`src/rtl/shapool_pkg.sv`:
```
// Shared definitions for the shapool host-side job controller.
// Holds frame sizes, result status codes and the controller state type.
package shapool_pkg;

   localparam int JOB_BYTES    = 47;
   localparam int JOB_BITS     = JOB_BYTES * 8;
   localparam int RESULT_BYTES = 5;

   localparam logic [7:0] STATUS_HALT      = 8'h00;
   localparam logic [7:0] STATUS_FOUND     = 8'h01;
   localparam logic [7:0] STATUS_EXHAUSTED = 8'h02;

   typedef enum logic [1:0] {
      LOAD   = 2'd0,
      ARM    = 2'd1,
      RUN    = 2'd2,
      REPORT = 2'd3
   } state_e;

endpackage

```
`src/rtl/shapool_job_ctrl_if.sv`:
```
// Byte-stream bundle between a host and the shapool job controller.
//   rx_*  : job bytes into the controller (valid/ready)
//   tx_*  : result bytes out of the controller (valid/ready)
// master = host side, slave = controller side.
interface shapool_job_ctrl_if;
   logic [7:0] rx_data;
   logic       rx_valid;
   logic       rx_ready;
   logic [7:0] tx_data;
   logic       tx_valid;
   logic       tx_ready;

   modport master (
      output rx_data, rx_valid, tx_ready,
      input  rx_ready, tx_data, tx_valid
   );

   modport slave (
      input  rx_data, rx_valid, tx_ready,
      output rx_ready, tx_data, tx_valid
   );
endinterface

```
`src/rtl/shapool_result_tx.sv`:
```
// Result frame serializer: on a start pulse latches {status, nonce32} and
// sends it as 5 bytes, status first then nonce MSB to LSB, over valid/ready.
// Ports:
//   clk, reset_n   : clock, synchronous active-low reset
//   start          : load a new frame (only issued while idle)
//   status, nonce  : frame contents sampled on start
//   tx_data/valid  : outbound byte stream, registered
//   tx_ready       : sink accepts byte
//   done           : combinational, high on the handshake of the last byte
module shapool_result_tx
   import shapool_pkg::*;
(
   input  logic        clk,
   input  logic        reset_n,
   input  logic        start,
   input  logic [7:0]  status,
   input  logic [31:0] nonce,
   output logic [7:0]  tx_data,
   output logic        tx_valid,
   input  logic        tx_ready,
   output logic        done
);

   logic [RESULT_BYTES-1:0][7:0] frame_q, frame_d;
   logic [2:0]                   idx_q, idx_d;
   logic [7:0]                   tx_data_q, tx_data_d;
   logic                         tx_valid_q, tx_valid_d;
   logic                         tx_hs;

   assign tx_hs = tx_valid_q & tx_ready;
   // idx counts down to the final byte; index 0 holds nonce[7:0]
   assign done  = tx_hs && (idx_q == 3'd0);

   always_comb begin
      frame_d    = frame_q;
      idx_d      = idx_q;
      tx_data_d  = tx_data_q;
      tx_valid_d = tx_valid_q;
      if (start) begin
         frame_d    = {status, nonce};
         idx_d      = 3'(RESULT_BYTES - 1);
         tx_data_d  = status;
         tx_valid_d = 1'b1;
      end else if (tx_hs) begin
         if (idx_q == 3'd0) begin
            tx_valid_d = 1'b0;
            tx_data_d  = 8'h00;
         end else begin
            idx_d     = idx_q - 3'd1;
            tx_data_d = frame_q[idx_q - 3'd1];
         end
      end
   end

   always_ff @(posedge clk) begin
      if (!reset_n) begin
         frame_q    <= '0;
         idx_q      <= '0;
         tx_data_q  <= '0;
         tx_valid_q <= 1'b0;
      end else begin
         frame_q    <= frame_d;
         idx_q      <= idx_d;
         tx_data_q  <= tx_data_d;
         tx_valid_q <= tx_valid_d;
      end
   end

   assign tx_data  = tx_data_q;
   assign tx_valid = tx_valid_q;

endmodule

```
`src/rtl/shapool_job_ctrl.sv`:
```
// Host-side controller for the shapool mining pool. Assembles a 47-byte job
// in place, pulses the pool reset with the new job applied, watches the pool
// for a match, counter wrap or halt, and returns a 5-byte result frame.
// Ports:
//   clk, reset_n       : clock, synchronous active-low reset
//   bus (slave)        : rx job byte stream in, tx result byte stream out
//   halt               : abort partial load or running job
//   pool_reset_n       : registered reset to the pool
//   sha_state .. nonce_start_MSB : job parameters, change only in LOAD
//   pool_success/nonce : pool match flag and nonce counter
//   busy               : high in ARM and RUN
//
// state  | meaning
// -------+---------------------------------------------------------------
// LOAD   | accept job bytes; halt clears the byte count
// ARM    | one cycle, pool held in reset with the new job parameters
// RUN    | pool released; wait for success, counter wrap or halt
// REPORT | send the 5-byte result frame, then back to LOAD
module shapool_job_ctrl
   import shapool_pkg::*;
#(
   parameter int NONCE_WIDTH = 32
) (
   input  logic                   clk,
   input  logic                   reset_n,
   shapool_job_ctrl_if.slave      bus,
   input  logic                   halt,
   output logic                   pool_reset_n,
   output logic [255:0]           sha_state,
   output logic [95:0]            message_head,
   output logic [15:0]            difficulty_bm,
   output logic [7:0]             nonce_start_MSB,
   input  logic                   pool_success,
   input  logic [NONCE_WIDTH-1:0] pool_nonce,
   output logic                   busy
);

   localparam logic [NONCE_WIDTH-1:0] NONCE_ONES = '1;

   state_e                    state_q, state_d;
   logic [5:0]                cnt_q, cnt_d;
   logic [JOB_BYTES-1:0][7:0] job_q, job_d;
   logic                      rx_ready_q, rx_ready_d;
   logic                      pool_reset_n_q, pool_reset_n_d;
   logic                      busy_q, busy_d;
   logic                      prev_all_ones_q, prev_all_ones_d;

   logic                      rx_hs;
   logic                      start;
   logic [7:0]                res_status;
   logic [31:0]               res_nonce;
   logic                      tx_done;
   logic [JOB_BITS-1:0]       job_flat;

   assign rx_hs = bus.rx_valid & rx_ready_q;

   always_comb begin
      state_d         = state_q;
      cnt_d           = cnt_q;
      job_d           = job_q;
      prev_all_ones_d = (pool_nonce == NONCE_ONES);
      start           = 1'b0;
      res_status      = STATUS_HALT;
      res_nonce       = 32'(pool_nonce);

      case (state_q)
         LOAD: begin
            // halt beats a coincident handshake: the byte is dropped
            if (halt) begin
               cnt_d = '0;
            end else if (rx_hs) begin
               // byte k lands at packed index 46-k, i.e. bits [375-8k -: 8]
               job_d[6'(JOB_BYTES - 1) - cnt_q] = bus.rx_data;
               if (cnt_q == 6'(JOB_BYTES - 1)) begin
                  cnt_d   = '0;
                  state_d = ARM;
               end else begin
                  cnt_d = cnt_q + 6'd1;
               end
            end
         end
         ARM: begin
            prev_all_ones_d = 1'b0;
            state_d         = RUN;
         end
         RUN: begin
            if (pool_success) begin
               start      = 1'b1;
               res_status = STATUS_FOUND;
            end else if (prev_all_ones_q && (pool_nonce == '0)) begin
               // counter wrapped: the whole range was searched
               start      = 1'b1;
               res_status = STATUS_EXHAUSTED;
               res_nonce  = 32'(NONCE_ONES);
            end else if (halt) begin
               start = 1'b1;
            end
            if (start) state_d = REPORT;
         end
         REPORT: begin
            if (tx_done) state_d = LOAD;
         end
         default: state_d = LOAD;
      endcase

      rx_ready_d     = (state_d == LOAD);
      busy_d         = (state_d == ARM) || (state_d == RUN);
      // registered one cycle behind RUN entry so ARM plus the first RUN
      // cycle keep the pool in reset; drops right after the terminating edge
      pool_reset_n_d = (state_q == RUN) && !start;
   end

   always_ff @(posedge clk) begin
      if (!reset_n) begin
         state_q         <= LOAD;
         cnt_q           <= '0;
         job_q           <= '0;
         rx_ready_q      <= 1'b1;
         pool_reset_n_q  <= 1'b0;
         busy_q          <= 1'b0;
         prev_all_ones_q <= 1'b0;
      end else begin
         state_q         <= state_d;
         cnt_q           <= cnt_d;
         job_q           <= job_d;
         rx_ready_q      <= rx_ready_d;
         pool_reset_n_q  <= pool_reset_n_d;
         busy_q          <= busy_d;
         prev_all_ones_q <= prev_all_ones_d;
      end
   end

   shapool_result_tx u_result_tx (
      .clk      (clk),
      .reset_n  (reset_n),
      .start    (start),
      .status   (res_status),
      .nonce    (res_nonce),
      .tx_data  (bus.tx_data),
      .tx_valid (bus.tx_valid),
      .tx_ready (bus.tx_ready),
      .done     (tx_done)
   );

   assign job_flat        = job_q;
   assign sha_state       = job_flat[375:120];
   assign message_head    = job_flat[119:24];
   assign difficulty_bm   = job_flat[23:8];
   assign nonce_start_MSB = job_flat[7:0];
   assign bus.rx_ready    = rx_ready_q;
   assign pool_reset_n    = pool_reset_n_q;
   assign busy            = busy_q;

endmodule

```
`src/flat_wrapper.sv`:
```
// flat-port wrapper written by rule: the top's interface ports become plain ports
module shapool_job_ctrl_flat import shapool_pkg::*;
#(
   parameter int NONCE_WIDTH = 32
)
  (clk, reset_n, halt, pool_reset_n, sha_state, message_head, difficulty_bm, nonce_start_MSB, pool_success, pool_nonce, busy, bus_rx_data, bus_rx_valid, bus_tx_ready, bus_rx_ready, bus_tx_data, bus_tx_valid);
  shapool_job_ctrl_if bus_i ();
  input  logic clk;
  input  logic reset_n;
  input  logic halt;
  output logic pool_reset_n;
  output logic [255:0] sha_state;
  output logic [95:0] message_head;
  output logic [15:0] difficulty_bm;
  output logic [7:0] nonce_start_MSB;
  input  logic pool_success;
  input  logic [NONCE_WIDTH-1:0] pool_nonce;
  output logic busy;
  input wire logic [$bits(bus_i.rx_data)-1:0] bus_rx_data;
  input wire logic [$bits(bus_i.rx_valid)-1:0] bus_rx_valid;
  input wire logic [$bits(bus_i.tx_ready)-1:0] bus_tx_ready;
  output wire logic [$bits(bus_i.rx_ready)-1:0] bus_rx_ready;
  output wire logic [$bits(bus_i.tx_data)-1:0] bus_tx_data;
  output wire logic [$bits(bus_i.tx_valid)-1:0] bus_tx_valid;
  assign bus_i.rx_data = bus_rx_data;
  assign bus_i.rx_valid = bus_rx_valid;
  assign bus_i.tx_ready = bus_tx_ready;
  assign bus_rx_ready = bus_i.rx_ready;
  assign bus_tx_data = bus_i.tx_data;
  assign bus_tx_valid = bus_i.tx_valid;
  shapool_job_ctrl #(.NONCE_WIDTH(NONCE_WIDTH)) u_core (.clk(clk), .reset_n(reset_n), .bus(bus_i), .halt(halt), .pool_reset_n(pool_reset_n), .sha_state(sha_state), .message_head(message_head), .difficulty_bm(difficulty_bm), .nonce_start_MSB(nonce_start_MSB), .pool_success(pool_success), .pool_nonce(pool_nonce), .busy(busy));
endmodule
```
`config.mk`:
```
export PLATFORM = sky130hd
export DESIGN_NAME = shapool_job_ctrl_flat
export DESIGN_NICKNAME = d
export VERILOG_FILES = /design/src/rtl/shapool_pkg.sv /design/src/rtl/shapool_job_ctrl_if.sv /design/src/rtl/shapool_result_tx.sv /design/src/rtl/shapool_job_ctrl.sv /design/src/flat_wrapper.sv
export SDC_FILE = /design/constraint.sdc
export NUM_CORES = 1
export LEC_CHECK = 0
export ABC_AREA = 0
export CAP_MARGIN = 20
export CORE_MARGIN = 2
export CORE_UTILIZATION = 45
export CTS_BUF_LIST = sky130_fd_sc_hd__clkbuf_4 sky130_fd_sc_hd__clkbuf_8 sky130_fd_sc_hd__clkbuf_16
export DETAILED_ROUTE_END_ITERATION = 6
export GPL_ROUTABILITY_DRIVEN = 0
export PLACE_DENSITY_LB_ADDON = 0.25
export RECOVER_POWER = 100
export SYNTH_ARGS = -nofsm -noshare
export SYNTH_HDL_FRONTEND = slang
export SYNTH_HIERARCHICAL = 1
export SYNTH_SLANG_ARGS = --single-unit
```
`constraint.sdc`:
```
create_clock -name clk -period 2.85 [get_ports clk]
set_input_delay 0.4275 -clock clk [delete_from_list [all_inputs] [get_ports clk]]
set_output_delay 0.4275 -clock clk [all_outputs]
set_load 0.01 [all_outputs]
```
==> results.py, run 1 <==
metrics = {
    "route": {
        "drc_errors": 0,
        "via_per_inst": 5.198,
        "vias": 13870,
        "routedWlPerCell_um": 20.11,
        "first_iter_violations": 755,
        "wl_um": 53660,
        "ant_nets": 0,
        "dr.pass1.iters": 5,
    },
    "timing": {
        "period_share_pct": 92.45,
        "hold_ws_ns": 0.2927,
        "rsz0062_at_grt": "no",
        "fmax_mhz": 379.5,
        "fin_ws_ns": 0.2152,
        "min_period_ns": 2.635,
        "hold_violations": 0,
        "drv_slew": 94,
        "setup_violations": 0,
        "relSlewSlack_pct": -26.65,
        "worst_pin_slew_ns": 1.900,
        "worst_clock_skew_ns": 0.01591,
    },
    "global_routing": {
        "grt_overflow": 0,
        "grt_pass1_wl_um": 82500,
        "grt_max_degree": 147,
        "antenna_found_initial": 0,
        "track_usage_pct": 26.05,
        "grt_pass1_vias": 14120,
    },
    "synth": {
        "synth_commonest_cells": "dfxtp_1 (440), mux2i_1 (432), nand2_1 (404), clkbuf_1 (104), nor2b_1 (45)",
        "async_flop_share_pct": 0,
        "synth.most_common_cell": "dfxtp_1",
        "syn_avg_cell_area_um2": 10.34,
        "yosysWarnings": 6,
        "syn_inst": 1692,
        "ys_ff_latch": 440,
        "synth_flop_cell": "dfxtp_1",
        "yosysSeqAreaShare_pct": 50.36,
        "synthDominantCellAreaShare_pct": 50.36,
        "synth_edf_count": 0,
        "synthTopCellsByArea": "dfxtp_1 (50%), mux2i_1 (25%), nand2_1 (8.7%)",
        "synth_cell_types": 60,
        "yosys.area.top_type": "dfxtp_1",
        "mappedNetlistArea_mm2": 0.01749,
    },
    "clocking": {
        "clk_latency_ns": 0.57,
        "holdBufCountCts": 0,
        "cts_buffer_depth": 3,
        "cts_made_buffers": 46,
        "cts-root-buf": "clkbuf_16",
        "cts_tree": "done",
        "numClockSinks": 440,
        "clkTransAtPathRegs_ns": 0.06,
        "cts_max_level": 2,
    },
    "critical_path": {
        "cp.arrival_ns": 3.05,
        "rrSetupSlack_ns": 0.22,
        "crit_path_end_kind": "register",
        "worstSetupStartpoint": "pool_nonce[28]",
        "timing.rr.end": "u_core/sha_state[88]",
        "crit-reg2reg-launch": "u_core/cnt_q[0]",
        "cp-start-kind": "primary input",
        "endpoint": "u_core/u_result_tx/tx_data[1]",
        "worst_ep_required_time_ns": 3.27,
        "r2r_cells": 6,
        "worstSetupPathType": "in2reg",
        "critPathMaxFanout": 8,
    },
    "power_and_ir_drop": {
        "p_leak_nw": 12.02,
        "peakVddDrop_mv": 0.5515,
        "p_per_area_mw_per_mm2": 525.7,
    },
    "finish": {
        "antenna_cells": 0,
        "n_fill_cell": 3135,
        "layoutNonFillerInstCount": 2668,
        "final_nets": 2168,
        "area_delta_synth_final_pct": 37.99,
        "layout-drive-gt1-share_pct": 10.00,
    },
    "placed_design": {
        "port_buffers": 433,
        "place_ws_ns": -0.1659,
        "dp_cells": 2586,
        "dp_hpwl_um": 36200,
    },
    "die": {
        "die_x_um": 201.2,
        "io_pins": 434,
        "coreArea_mm2": 0.03847,
        "initial_core_util_pct": 45.47,
        "num_rows": 72,
        "die_area_mm2": 0.04046,
        "die_h_um": 201.2,
    },
    "flow_run": {
        "cap_violations": 1,
    },
    "run_status": {
        "violations": "max-capacitance violations, max-slew violations",
        "status": "finished, violations left",
    },
    "hold_path": {
        "hold_path_class": "in2reg",
    },
}
[where the power goes]
part | internal (mW) | switching [mW]
Combinational | 0.169 | 0.324
Sequential | 6.16 | 0.00705
Clock | 3.59 | 2.43
Total | 9.92 | 2.76
[through the flow]
| stage | utilization (%) | area (µm²) | TNS, ns | total power [mW] |
|---|---|---|---|---|
| after floorplan | - | 17530 | 0 | 6.543 |
| after global placement | 58.82 | 22630 | -2.885 | 6.797 |
| after detailed placement | 58.82 | 22630 | -3.923 | 6.801 |
| after CTS | 62.80 | 24160 | 0 | 12.83 |
| after global routing | 62.74 | 24140 | 0 | 13.09 |
| final | 62.74 | 24140 | 0 | 12.69 |
[cell usage in the layout, fill, tap and decap left out, drive strengths merged, types with 12 or more instances in the layout]
cell           Yosys  layout
nand2b            37      37
nor2              14      14
nor3              15      15
nand2            404     404
nand4             12      12
buf               23      53
clkdlybuf4s50      0      43
conb               1      12
dfxtp            440     440
dlygate4sd3        0     389
o211ai            42      42
nor2b             45      45
mux2i            432     432
clkbuf           104      77
a21oi             14      14
[registers in the layout (all words and copies together) (netlist names)]
name,count
u_core/u_result_tx/frame_q,40
u_core/pool_reset_n,1
u_core/prev_all_ones_q,1
u_core/bus.rx_ready,1
u_core/difficulty_bm,16
u_core/u_result_tx/tx_data,8
u_core/u_result_tx/tx_valid,1
u_core/cnt_q,6
u_core/sha_state,256
u_core/busy,1
u_core/u_result_tx/idx_q,3
u_core/nonce_start_MSB,8
u_core/state_q,2
u_core/message_head,96
[critical path: stages]
cell	delay, ns
dlygate4sd3_1	0.55
nor4_1	0.42
nand4_1	0.20
or3_1	0.43
a21oi_1	0.25
buf_4	0.18
a21oi_1	0.13
a22o_1	0.24
nand2_1	0.06
o221ai_1	0.16
[final cells by class]
| cell class | count | area (µm²) | share of cell area (%) |
|---|---|---|---|
| tap | 518 | 648.1 | 2.685 |
| clock inverter | 12 | 117.6 | 0.4873 |
| sequential | 440 | 8808 | 36.50 |
| timing repair buffer | 493 | 4922 | 20.39 |
| multi-input combinational | 1129 | 8203 | 33.99 |
| inverter | 7 | 26.28 | 0.1089 |
| clock buffer | 69 | 1410 | 5.842 |
[worst min-delay path by stage]
stage | from | to | slack [ns] | depth (start not counted)
after global routing | reset_n | u_core/u_result_tx/frame_q[19] | 0.29 | 2
after global placement | u_core/sha_state[112] | u_core/sha_state[112] | 0.44 | 2
after CTS | reset_n | u_core/u_result_tx/frame_q[20] | 0.27 | 2
after floorplan | u_core/u_result_tx/idx_q[1] | u_core/u_result_tx/idx_q[1] | 0.47 | 2
final | reset_n | u_core/u_result_tx/frame_q[2] | 0.29 | 2
after detailed placement | u_core/sha_state[117] | u_core/sha_state[117] | 0.45 | 2
[metal layers]
metal  global-route usage (%)  share of wire (%)  vias up
met4                    12.51                4.7        0
met2                    43.46                 47      404
met3                    6.689                6.4      116
li1                         -                  -     6626
met1                    31.36                 42     6722
met5                        0                  0        -
[cells by family (layout without fill, tap and decap cells)]
family	count (synthesis)	after routing	synth area share (%)
other	1	12	0.02144
flip-flops	440	440	50.36
adder cells (fa/ha/maj)	5	5	0.3577
AND/OR/NAND/NOR	573	573	14.70
multiplexers	433	433	24.79
XOR/XNOR	5	5	0.2504
AO/OA/AOI/OAI	101	101	6.352
buffers and inverters	134	581	3.169
[repair_timing]
item                                    4_1_cts  5_1_grt
buffers inserted                              0        0
hold endpoints to repair                      0        0
endpoints found under the setup margin        0      149
resized for setup                             0        4
(Power assumes the default switching activity.)
==> run 2: changes to the inputs <==
CAP_MARGIN = unset   (was 20)
CORE_MARGIN = unset   (was 2)
SETUP_SLACK_MARGIN = 0.05   (was unset)
==> run 2 against run 1 <==
Effect of this change: the flow now finishes without violations; sequential power is essentially flat; highest routed layer unchanged; combinational power increased by 1%; count of clock-buffer cells in the layout shrank 1; flip-flop and latch count did not move; critical path depth unchanged; via count is 0.18% lower; design area rose by 0.22%; register-to-register slack got worse by 0.03 ns; non-clock buffer count up 3; largest power group unchanged; critical endpoint is now u_core/u_result_tx/frame_q[22].
==> results.py, run 2 (same netlist as run 1, synthesis figures left out) <==
metrics = {
    "run_status": {
        "status": "completed",
    },
    "route": {
        "ant_nets": 0,
        "dr.pass1.iters": 5,
        "wl_um": 53860,
        "drc_errors": 0,
        "vias": 13840,
        "routedWlPerCell_um": 20.19,
        "via_per_inst": 5.190,
        "first_iter_violations": 515,
    },
    "clocking": {
        "cts_buffer_depth": 3,
        "cts_made_buffers": 46,
        "clkTransAtPathRegs_ns": 0.06,
        "cts_max_level": 2,
        "cts_tree": "done",
        "numClockSinks": 440,
        "clk_latency_ns": 0.57,
        "cts-root-buf": "clkbuf_16",
    },
    "finish": {
        "layoutNonFillerInstCount": 2667,
        "final_nets": 2171,
        "largest_reg_flops": 256,
        "regArea_mm2": 0.008808,
        "multiInputGateArea_mm2": 0.008215,
        "layout-drive-gt1-share_pct": 10.02,
        "n_fill_cell": 3091,
        "antenna_cells": 0,
        "layout_common_cells": "dfxtp_1 (440), mux2i_1 (432), nand2_1 (396)",
        "final_common_cell": "dfxtp_1",
        "area_delta_synth_final_pct": 38.30,
    },
    "timing": {
        "min_period_ns": 2.666,
        "drv_slew": 0,
        "worst_clock_skew_ns": 0.01963,
        "setup_violations": 0,
        "hold_violations": 0,
        "worst_pin_slew_ns": 0.9592,
        "fmax_mhz": 375.1,
        "rsz0062_at_grt": "no",
        "tns_ns": 0,
        "relSlewSlack_pct": 35.52,
        "fin_ws_ns": 0.1842,
        "period_share_pct": 93.54,
    },
    "power_and_ir_drop": {
        "p_per_area_mw_per_mm2": 527.1,
        "netSwitchingFraction_pct": 22.05,
        "internal-power_mw": 9.939,
        "power_frac_comb_pct": 3.9,
        "clock_power_share_pct": 47.7,
        "power_mw": 12.75,
        "peakVddDrop_mv": 0.4468,
        "p_seq_share_pct": 48.3,
        "p_switching_mw": 2.811,
        "p_leak_nw": 12.04,
    },
    "critical_path": {
        "cp.arrival_ns": 3.11,
        "crit_path_end_kind": "register",
        "cp-start-kind": "primary input",
        "worst_ep_required_time_ns": 3.29,
        "timing.rr.end": "u_core/sha_state[126]",
        "worstSetupPathType": "in2reg",
        "rrSetupSlack_ns": 0.19,
        "r2r_cells": 6,
        "crit-reg2reg-launch": "u_core/cnt_q[1]",
        "critPathMaxFanout": 18,
    },
    "die": {
        "initial_core_util_pct": 46.11,
        "die_h_um": 199.2,
        "die_area_mm2": 0.03966,
        "num_rows": 71,
        "coreArea_mm2": 0.03793,
        "io_pins": 434,
        "die_x_um": 199.2,
    },
    "hold_path": {
        "min-delay-start": "reset_n",
        "worstHoldPathCells": 3,
        "hold-path-endpoint": "u_core/u_result_tx/tx_data[4]",
        "hold_path_class": "in2reg",
    },
    "placed_design": {
        "dp_cells": 2583,
        "port_buffers": 433,
        "place_ws_ns": -0.3316,
        "dp_hpwl_um": 36220,
    },
    "global_routing": {
        "antenna_found_initial": 0,
        "track_usage_pct": 26.68,
        "grt_overflow": 0,
        "grt_pass1_wl_um": 81290,
        "grt_max_degree": 141,
        "grt_pass1_vias": 14210,
    },
    "flow_run": {
        "cap_violations": 0,
    },
}
==> run 2: cell types whose count changed in the layout (fill, tap and decap cells not counted), sizes merged <==
cell and change:
clkinv +3, buf +1, clkinvlp +2, inv -1
clkbuf +1
==> run 2: stage by stage <==
stage,util (%),cell area [µm²],hold slack (ns)
2_1_floorplan,-,17530,0.4742
3_3_place_gp,59.81,22690,0.4413
3_5_place_dp,59.81,22690,0.4470
4_1_cts,63.92,24250,0.3175
5_1_grt,63.77,24190,0.3353
6_report,63.77,24190,0.3363
==> run 2: worst max path at each step <==
stage,start,end,slack [ns]
2_1_floorplan,pool_nonce[1],u_core/u_result_tx/tx_data[0],0.46
3_3_place_gp,pool_nonce[0],u_core/u_result_tx/tx_data[0],-0.20
3_5_place_dp,pool_nonce[0],u_core/u_result_tx/tx_data[3],-0.33
4_1_cts,u_core/cnt_q[1],u_core/sha_state[31],0.13
5_1_grt,pool_nonce[0],u_core/u_result_tx/frame_q[27],0.05
6_report,pool_nonce[0],u_core/u_result_tx/frame_q[22],0.18
==> run 2: cell type report <==
type | count | share of cell area (%)
clock buffer | 68 | 5.824
inverter | 7 | 0.1086
timing repair buffer | 496 | 20.43
tap | 511 | 2.643
sequential | 440 | 36.41
clock inverter | 16 | 0.6207
multi-input combinational | 1129 | 33.96
==> run 2: critical path: stages <==
cell             delay (ns)
clkdlybuf4s50_1        0.45
nor4_1                 0.46
buf_4                  0.19
nand4_1                0.11
or3_1                  0.46
a21oi_4                0.20
buf_4                  0.13
clkbuf_4               0.34
mux2i_1                0.25
nor2b_1                0.07
==> run 2: repair_timing <==
| item | in CTS | in global routing |
|---|---|---|
| endpoints found under the setup margin | 0 | 135 |
| hold buffers | 0 | 0 |
| setup buffers | 0 | 0 |
| resized for setup | 0 | 6 |
==> run 2: metal layers <==
metal | vias up | GRT usage [%] | wire (µm)
met1 | 6726 | 31.20 | 22070
li1 | 6644 | - | -
met5 | - | 0 | 0
met3 | 105 | 6.481 | 3358
met4 | 0 | 11.42 | 1911
met2 | 368 | 46.29 | 26510
==> run 2: power groups by stage <==
stage	clock [mW]	sequential (mW)	combinational, mW
4_1_cts	6.19	6.16	0.506
5_1_grt	6.42	6.16	0.527
6_report	6.09	6.16	0.499
3_5_place_dp	0	6.30	0.503
3_3_place_gp	0	6.30	0.501
2_1_floorplan	0	6.30	0.240
==> run 3: changes to the inputs <==
CTS_CLUSTER_SIZE = 12   (was unset)
==> run 3 against run 2 <==
Effect of this change: power is 1.8% lower; design area is 0.34% lower; non-clock buffer count stayed put; global-route usage is 0.12 points higher; combinational power hardly changed; sequential share of layout area is 0.12 points higher; core utilization is 0.21 points lower; routed wire length is 0.47% higher.
==> results.py, run 3 (same netlist as run 1, synthesis figures left out) <==
metrics = {
    "run_status": {
        "status": "completed",
    },
    "power_and_ir_drop": {
        "p_per_area_mw_per_mm2": 519.6,
        "p_leak_nw": 12.00,
        "peakVddDrop_mv": 0.4256,
    },
    "finish": {
        "final_common_cell": "dfxtp_1",
        "regArea_mm2": 0.008808,
        "largest_reg_flops": 256,
        "antenna_cells": 0,
        "layout_common_cells": "dfxtp_1 (440), mux2i_1 (432), nand2_1 (396)",
        "area_delta_synth_final_pct": 37.84,
        "final_nets": 2172,
        "multiInputGateArea_mm2": 0.008227,
        "layout-drive-gt1-share_pct": 9.865,
        "fin_area_mm2": 0.02411,
        "n_fill_cell": 3110,
    },
    "route": {
        "dr.pass1.iters": 5,
        "routedWlPerCell_um": 20.34,
        "drc_errors": 0,
        "first_iter_violations": 572,
        "vias": 13880,
        "ant_nets": 0,
        "via_per_inst": 5.217,
        "wl_um": 54110,
    },
    "timing": {
        "setup_violations": 0,
        "worst_clock_skew_ns": 0.01610,
        "relSlewSlack_pct": 34.77,
        "worst_pin_slew_ns": 0.9704,
        "fmax_mhz": 358.1,
        "drv_slew": 0,
        "hold_violations": 0,
        "min_period_ns": 2.792,
        "period_share_pct": 97.97,
        "hold_ws_ns": 0.3277,
        "rsz0062_at_grt": "yes",
    },
    "die": {
        "die_h_um": 199.2,
        "initial_core_util_pct": 46.11,
        "num_rows": 71,
        "die_x_um": 199.2,
        "coreArea_mm2": 0.03793,
        "die_area_mm2": 0.03966,
        "io_pins": 434,
    },
    "critical_path": {
        "cp_common_cell": "buf_4",
        "cp.arrival_ns": 3.24,
        "slowest_stage": "dlygate4sd3_1",
        "critPathMaxStageDelay_ns": 0.58,
        "worst_ep_required_time_ns": 3.30,
        "critPathMaxFanout": 18,
        "cp-start-kind": "primary input",
        "crit_path_end_kind": "register",
        "critPathBufInv": 4,
        "critPathTopFamily": "buffers and inverters",
        "path_cells": "dlygate4sd3_1, nor4_1, buf_4, nand4_1, or3_1, a21oi_4, buf_4, buf_4, mux2i_1, nor2b_1",
        "worstSetupPathType": "in2reg",
    },
    "clocking": {
        "cts_made_buffers": 47,
        "cts_max_level": 2,
        "cts-root-buf": "clkbuf_16",
        "cts_buffer_depth": 3,
        "clkTransAtPathRegs_ns": 0.06,
        "clk_latency_ns": 0.57,
        "cts_tree": "done",
        "numClockSinks": 440,
        "post-cts-setup-buffer-count": 0,
    },
    "global_routing": {
        "grt_pass1_vias": 14170,
        "grt_max_degree": 141,
        "track_usage_pct": 26.80,
        "grt_overflow": 0,
        "grt_pass1_wl_um": 81450,
        "antenna_found_initial": 0,
    },
    "placed_design": {
        "dp_hpwl_um": 36220,
        "port_buffers": 433,
        "post_dp_cell_area_mm2": 0.02269,
    },
    "hold_path": {
        "hold_path_class": "in2reg",
    },
    "flow_run": {
        "cap_violations": 0,
    },
}
## run 3: layout make-up
type	instances	area share, %
well taps	511	2.652
clock inverters	10	0.3633
multi-input cells	1129	34.12
repair buffers	496	20.48
inverters	7	0.1090
flip-flops and latches	440	36.54
clock buffers	67	5.735
## run 3: stage by stage
stage | utilization, % | total power, mW | setup TNS (ns) | worst slack [ns] | instances
2_1_floorplan | - | 6.543 | 0 | 0.4563 | 1703
3_5_place_dp | 59.81 | 6.803 | -9.397 | -0.3316 | 2583
6_report | 63.56 | 12.53 | 0 | 0.05787 | 2660
5_1_grt | 63.56 | 12.92 | -1.923 | -0.06587 | 2660
3_3_place_gp | 59.81 | 6.800 | -6.220 | -0.1951 | 2583
4_1_cts | 63.68 | 12.65 | 0 | 0.1393 | 2660
## run 3: repair_timing
item	CTS	global route
endpoints found under the hold margin	0	0
gates resized for setup	0	3
hold buffers	0	0
setup endpoints to repair	0	129
## run 3: report_power, final
group / switching [mW] / total (mW) / internal (mW)
combinational: 0.332 / 0.499 / 0.167
sequential: 0.00518 / 6.16 / 6.16
clock: 2.42 / 5.86 / 3.44
## run 3: path summary, 6_finish.rpt
| kind | from | end | slack, ns | cells after the start |
|---|---|---|---|---|
| max reg2reg | u_core/cnt_q[1] | u_core/sha_state[215] | 0.13 | 6 |
| min reg2reg | u_core/sha_state[95] | u_core/sha_state[95] | 0.45 | 2 |
| min | reset_n | u_core/u_result_tx/tx_data[4] | 0.33 | 3 |
| max | pool_nonce[0] | u_core/u_result_tx/frame_q[22] | 0.06 | 10 |
## run 3: worst reg2reg max path, delay by kind of cell, from the launching register on
kind,cells,cell delay (ns)
adder cells (fa/ha/maj),1,0.46
AO/OA/AOI/OAI,1,0.38
multiplexers,1,0.23
buffers and inverters,1,0.38
AND/OR/NAND/NOR,1,0.44
flip-flops,1,0.52
XOR/XNOR,1,0.17
## run 3: per-layer routing
layer  part of all wire (%)  global-route usage [%]  vias to the layer above
met5                      0                       0                        -
met2                     50                   46.41                      402
met3                    6.8                   7.477                       99
li1                       -                       -                     6637
met1                     40                   31.23                     6738
met4                    3.3                   10.31                        0
